## src/rtl/seq_det_10110.sv

```systemverilog
// Serial 1-0-1-1-0 detector: one-cycle match pulse, saturating detection count,
// and a retriggerable pulse-stretched LED. One bit is consumed per cycle with en=1.
module seq_det_10110 #(
  parameter int OVERLAP = 1,
  parameter int CNT_W   = 8,
  parameter int STRETCH = 16
) (
  input  logic             clk,
  input  logic             rst,
  input  logic             en,
  input  logic             din,
  input  logic             clr,
  output logic             match,
  output logic [CNT_W-1:0] count,
  output logic             led,
  output logic [2:0]       state
);

  localparam int STR_W = $clog2(STRETCH + 1);
  localparam logic [STR_W-1:0] STR_LOAD = STR_W'(STRETCH);
  localparam logic [CNT_W-1:0] CNT_MAX  = '1;

  // State code equals the length of the matched prefix of 10110.
  typedef enum logic [2:0] {
    IDLE  = 3'd0,
    S1    = 3'd1,
    S10   = 3'd2,
    S101  = 3'd3,
    S1011 = 3'd4
  } state_e;

  logic [2:0]       state_q, state_d;
  logic             match_q, match_d;
  logic [CNT_W-1:0] count_q, count_d;
  logic [STR_W-1:0] stretch_q, stretch_d;
  logic             led_q, led_d;
  logic             hit;

  always_comb begin
    state_d = state_q;
    hit     = 1'b0;
    case (state_q)
      IDLE:  if (en) state_d = din ? S1 : IDLE;
      S1:    if (en) state_d = din ? S1 : S10;
      S10:   if (en) state_d = din ? S101 : IDLE;
      S101:  if (en) state_d = din ? S1011 : S10;
      S1011: begin
        if (en) begin
          if (din) begin
            state_d = S1;
          end else begin
            hit     = 1'b1;
            state_d = (OVERLAP != 0) ? S10 : IDLE;
          end
        end
      end
      default: state_d = IDLE;
    endcase

    match_d = hit;

    // clr beats a coincident detection; the count never wraps.
    count_d = count_q;
    if (clr) begin
      count_d = '0;
    end else if (hit && (count_q != CNT_MAX)) begin
      count_d = count_q + CNT_W'(1);
    end

    stretch_d = stretch_q;
    if (hit) begin
      stretch_d = STR_LOAD;
    end else if (stretch_q != '0) begin
      stretch_d = stretch_q - STR_W'(1);
    end
    led_d = (stretch_d != '0);
  end

  always_ff @(posedge clk) begin
    if (rst) begin
      state_q   <= IDLE;
      match_q   <= 1'b0;
      count_q   <= '0;
      stretch_q <= '0;
      led_q     <= 1'b0;
    end else begin
      state_q   <= state_d;
      match_q   <= match_d;
      count_q   <= count_d;
      stretch_q <= stretch_d;
      led_q     <= led_d;
    end
  end

  assign match = match_q;
  assign count = count_q;
  assign led   = led_q;
  assign state = state_q;

endmodule

```

## config.mk

```make
export PLATFORM = sky130hd
export DESIGN_NAME = seq_det_10110
export DESIGN_NICKNAME = d
export VERILOG_FILES = /design/src/rtl/seq_det_10110.sv
export SDC_FILE = /design/constraint.sdc
export NUM_CORES = 1
export LEC_CHECK = 0
export ABC_AREA = 0
export CORE_MARGIN = 10
export CORE_UTILIZATION = 30
export DETAILED_ROUTE_END_ITERATION = 8
export REMOVE_ABC_BUFFERS = 1
export SKIP_CTS_REPAIR_TIMING = 1
export SYNTH_ARGS = -nofsm -noshare
export SYNTH_HDL_FRONTEND = slang
export SYNTH_SLANG_ARGS = --single-unit
export TNS_END_PERCENT = 1
```

## constraint.sdc

```tcl
create_clock -name clk -period 2.3 [get_ports clk]
set_input_delay 0.46 -clock clk [delete_from_list [all_inputs] [get_ports clk]]
set_output_delay 0.46 -clock clk [all_outputs]
set_load 0.03 [all_outputs]
```

=== Yosys cells after proc, flatten, opt, wreduce, memory -nomap -nowiden ===
Index checks and enable logic that the tools add are counted.

* Logic and storage cells: 37
* Register bits after elaboration: 18

* Reductions and logical operators: 7
* Equality and inequality tests: 9
* Add/sub/neg operators: 2
* Muxes and demuxes: 14

{| class="wikitable"
|+ Operators with widths
! operator !! count
|-
| 2-to-1 mux 3 bit || 5
|-
| one-hot mux 3 bit (4 select lines) || 1
|-
| 2-to-1 mux 5 bit || 2
|-
| nonzero test 5 bit || 2
|-
| adder 8 x 1 -> 8 bit, second input constant || 1
|-
| != test 8 bit, second input constant || 1
|-
| equality test 3 x 2 -> 1 bit, second input constant || 2
|-
| != test 2 bit, second input constant || 3
|-
| subtractor 5 x 1 -> 5 bit, second input constant || 1
|-
| 2-to-1 mux 1 bit || 4
|-
| 2-to-1 mux 2 bit || 2
|-
| AND reduction 4 bit || 1
|-
| OR reduction 2 bit || 2
|-
| equality test 3 x 1 -> 1 bit, second input constant || 1
|-
| equality test 3 bit, second input constant || 1
|-
| zero test 3 bit || 1
|-
| != test 2 x 1 -> 1 bit, second input constant || 1
|-
| logical AND 1 bit || 1
|}

=== Longest topological paths before layout ===
* Word-level depth: 5
* Gate-level depth with buffers: 8

=== Worst setup path before layout ===
No wires, ideal clock.

* Kind: register -> register
* From: reg stretch_q[0]
* To: reg stretch_q[1]
* Arrival: 1.611 ns
* Period minus slack after synthesis: 1.715 ns
* Setup time: 0.103 ns
* Required time: 2.197 ns
* Cell stages (with the launch flop): 7
* Setup slack: 0.585 ns
* Cell sequence: dfxtp_1 -> clkbuf_1 -> inv_1 -> ha_1 -> or4b_1 -> clkbuf_1 -> a2111oi_2

* Word-level cells in the longest chain between the ends: 3
* Elaborated cells on any way between the ends: 4
* Classes of those cells: add/sub (1); mux (2); reduce/logical (1)

{| class="wikitable"
|+ RTL lines
! element !! line !! source
|-
| start: declaration || 35 || <nowiki>logic [STR_W-1:0] stretch_q, stretch_d;</nowiki>
|-
| start signal: assignment || 90 || <nowiki>stretch_q <= stretch_d;</nowiki>
|-
| subtractor 5 x 1 -> 5 bit / nonzero test 5 bit (equally long branches) || 74, 73 ||
|-
| 2-to-1 mux 5 bit (*) || 73 || <nowiki>end else if (stretch_q != '0) begin</nowiki>
|-
| 2-to-1 mux 5 bit (*) || 71 || <nowiki>if (hit) begin</nowiki>
|}

Mark *: on every way between the ends. The rest lies on a longest branch, timed or not.
A chain may end at the register's enable or synchronous reset.

=== Worst setup path after layout ===
* From: reg state_q[0], in the netlist state[0]
* To: out state[0]

{| class="wikitable"
|+ RTL lines
! element !! line !! source
|-
| start: declaration || 32 || <nowiki>logic [2:0] state_q, state_d;</nowiki>
|-
| start signal: assignment || 87 || <nowiki>state_q <= state_d;</nowiki>
|-
| end: declaration || 16 || <nowiki>output logic [2:0] state</nowiki>
|}

No word-level cell between the ends.

==> metrics <==
outcome=complete, no violations; Antenna Cells=0; post-route ant nets=0; hold slack final=0.502 ns; max cap viols=0; first-pass GRT wire length=3380 um; total track usage=7.47%; Final Critical Period=2.00 ns; final WL=2010 um; main combinational cell family by area after synthesis=simple AND/OR/NAND/NOR gates; Critical Path AT=1.54 ns; Setup crit end kind=output port; kind of start point of the critical path=flip-flop; Int Pwr=0.616 mW; Total Neg Setup Slack=0 ns; final slew viol count=0; Avg Vias per Cell=5.36; H-tree levels=1; max_slew headroom=72.1%; Mapped Cells=103; Port Buffers=17; Post-synth top flop=dfxtp_1; placer congestion estimate=0.792; Flop pwr share=44.3%; Sink Count=18; IO Count=18; cell total after placement=150; Reg clk slew, reported paths=0.11 ns; Tightest Pin Transition=0.418 ns; CP Max Fanout=8; wire per inst=13.1 um; max incr delay on CP=0.74 ns; Worst-Skew Late Latency=0.30 ns; Mean Syn Cell Area=8.76 sq um; Synth Area in XOR/XNOR=3.88%; Sw Share=33.8%; CTS max path bufs=2; RSZ-0062 raised after global routing=false; DIE AREA=5600 sq um; register area share after synthesis=39.9%; number of global-route vias before repair=773; TritonCTS Buffers=3; CORE AREA=2810 sq um; multiplexer share of the synthesized area=1.11%; worst hold path type=reg -> reg; FILL cells=302; GRT overflow=0; Worst EP required=1.84 ns; Post-Route Skew=0.00695 ns; total power=0.930 mW; Syn-to-layout area delta=27.6%; crit path cell chain=clkdlybuf4s50_1; Synth Register Bits=18; Starting Density=32.2%; CTS root buf=clkbuf_4; pin count of the biggest net entering global routing=12; Residual DRC=0; vias post-DR=825; nets@finish=131; Yosys cell types=37; Post-Syn Area=902 sq um; fin crit share=86.9%; share of layout cells above drive strength 1=13.0%; static leakage=0.385 nW; cell family with most CP delay=buffers and inverters; CTS tree=yes; final std cells w/o fill=154; Final setup viols=0; Crit path buffers/inverters=1; die outline width=74.8 um; utilization after layout=41.0%; Die Y=74.8 um; Max Freq=0.500 GHz; initial antenna violation count=0; Psw=0.314 mW; Hold Vio Cnt, Final=0; simple-gate share of the synthesized area=27.3%; first-iteration detailed-routing DRC count=113; fraction of registers with async set or reset after synthesis=0%; Clock Power Share=21.1%; HPWL after DPL=1490 um; Crit Path Class=reg -> out; Post-synth EDFFs=0; Crit-path slowest cell=clkdlybuf4s50_1; PwrDens=808 nW/um^2; Pre-antenna DRT Iters=4; Syn. warnings=0; # rows=19; Synth Area in Compound Gates=20.4%; post-synthesis adder-cell area fraction=2.77%; Comb pwr share=34.7%; worst ir drop on vdd=0.636 mV
## final timing paths
kind | end | startpoint | depth (start not counted) | slack, ns
min | count[6] | count[6] | 2 | 0.50
min reg2reg | count[6] | count[6] | 2 | 0.50
max reg2reg | stretch_q[1] | stretch_q[0] | 4 | 0.56
max | state[0] | state[0] | 1 | 0.30
## layout make-up
class                           count  area [sq um]  area share [%]
Timing Repair Buffer               21           200            17.4
Multi-Input combinational cell     76           500            43.5
Clock buffer                        4          36.3            3.15
Tap cell                           31          38.8            3.37
Inverter                            4          15.0            1.30
Sequential cell                    18           360            31.3
## sequential cells by signal (all words and copies together) (netlist names)
name / count
led: 1
count: 8
stretch_q: 5
state: 3
match: 1
## power groups by stage
stage	logic (mW)	registers (mW)	clock network, mW
after floorplan	0.238	0.426	0
after global placement	0.319	0.416	0
after detailed placement	0.325	0.416	0
after CTS	0.325	0.409	0.206
after global routing	0.367	0.422	0.218
final	0.322	0.412	0.196
## cells in the final DEF, fill, tap and decap left out, types with 2 or more instances in the layout
cell / netlist / routed
dfxtp_1: 18 / 18
clkdlybuf4s50_1: 0 / 17
a21oi_1: 12 / 12
nor2_1: 8 / 8
nand3_1: 5 / 5
o21ai_0: 5 / 5
inv_1: 4 / 4
nor3_1: 4 / 4
o31ai_1: 4 / 4
buf_4: 0 / 4
xnor2_1: 3 / 3
nand2_1: 3 / 3
or4_1: 3 / 3
clkbuf_4: 0 / 3
nand4_1: 2 / 2
nand2b_1: 2 / 2
nor4_1: 2 / 2
a31oi_1: 2 / 2
or3_1: 2 / 2
ha_1: 2 / 2
## through the flow
stage	setup slack (ns)	cell area, sq um
floorplan	0.553	876
CTS	0.275	1150
detailed placement	0.214	1110
global placement	0.272	1110
global route	0.214	1150
finish	0.301	1150
## cell usage after synthesis (all sizes together), types with 2 or more instances
cell type | number | share of area, %
nor2 | 8 | 3.3
o21ai | 5 | 2.8
nor4 | 2 | 1.4
clkbuf | 3 | 1.2
nand4 | 2 | 1.4
nand2b | 2 | 1.4
and2 | 2 | 1.5
xnor2 | 3 | 2.9
dfxtp | 18 | 40
nor3 | 4 | 2.2
nand2 | 3 | 1.2
or4 | 3 | 2.5
buf | 2 | 1.7
ha | 2 | 2.8
a21oi | 12 | 6.7
a31oi | 2 | 1.4
o31ai | 4 | 3.3
or3 | 3 | 2.2
nand3 | 5 | 2.8
inv | 4 | 1.7
## per-layer routing
layer  vias to the layer above  part of all wire [%]  GRT usage (%)
met1                       388                    43           8.36
met5                         -                     0              0
met4                         0                     0           1.47
met3                         0                   5.4           3.02
met2                        16                    51           13.0
li1                        421                     -              -
## logic make-up (layout without fill, tap and decap cells)
| logic type | count (synthesis) | after routing |
|---|---|---|
| AND/OR/NAND/NOR | 41 | 41 |
| AO/OA/AOI/OAI | 28 | 28 |
| flip-flops | 18 | 18 |
| buffers and inverters | 9 | 29 |
| XOR/XNOR | 4 | 4 |
| adder cells (fa/ha/maj) | 2 | 2 |
| multiplexers | 1 | 1 |
Power figures use the tool's default switching activity.
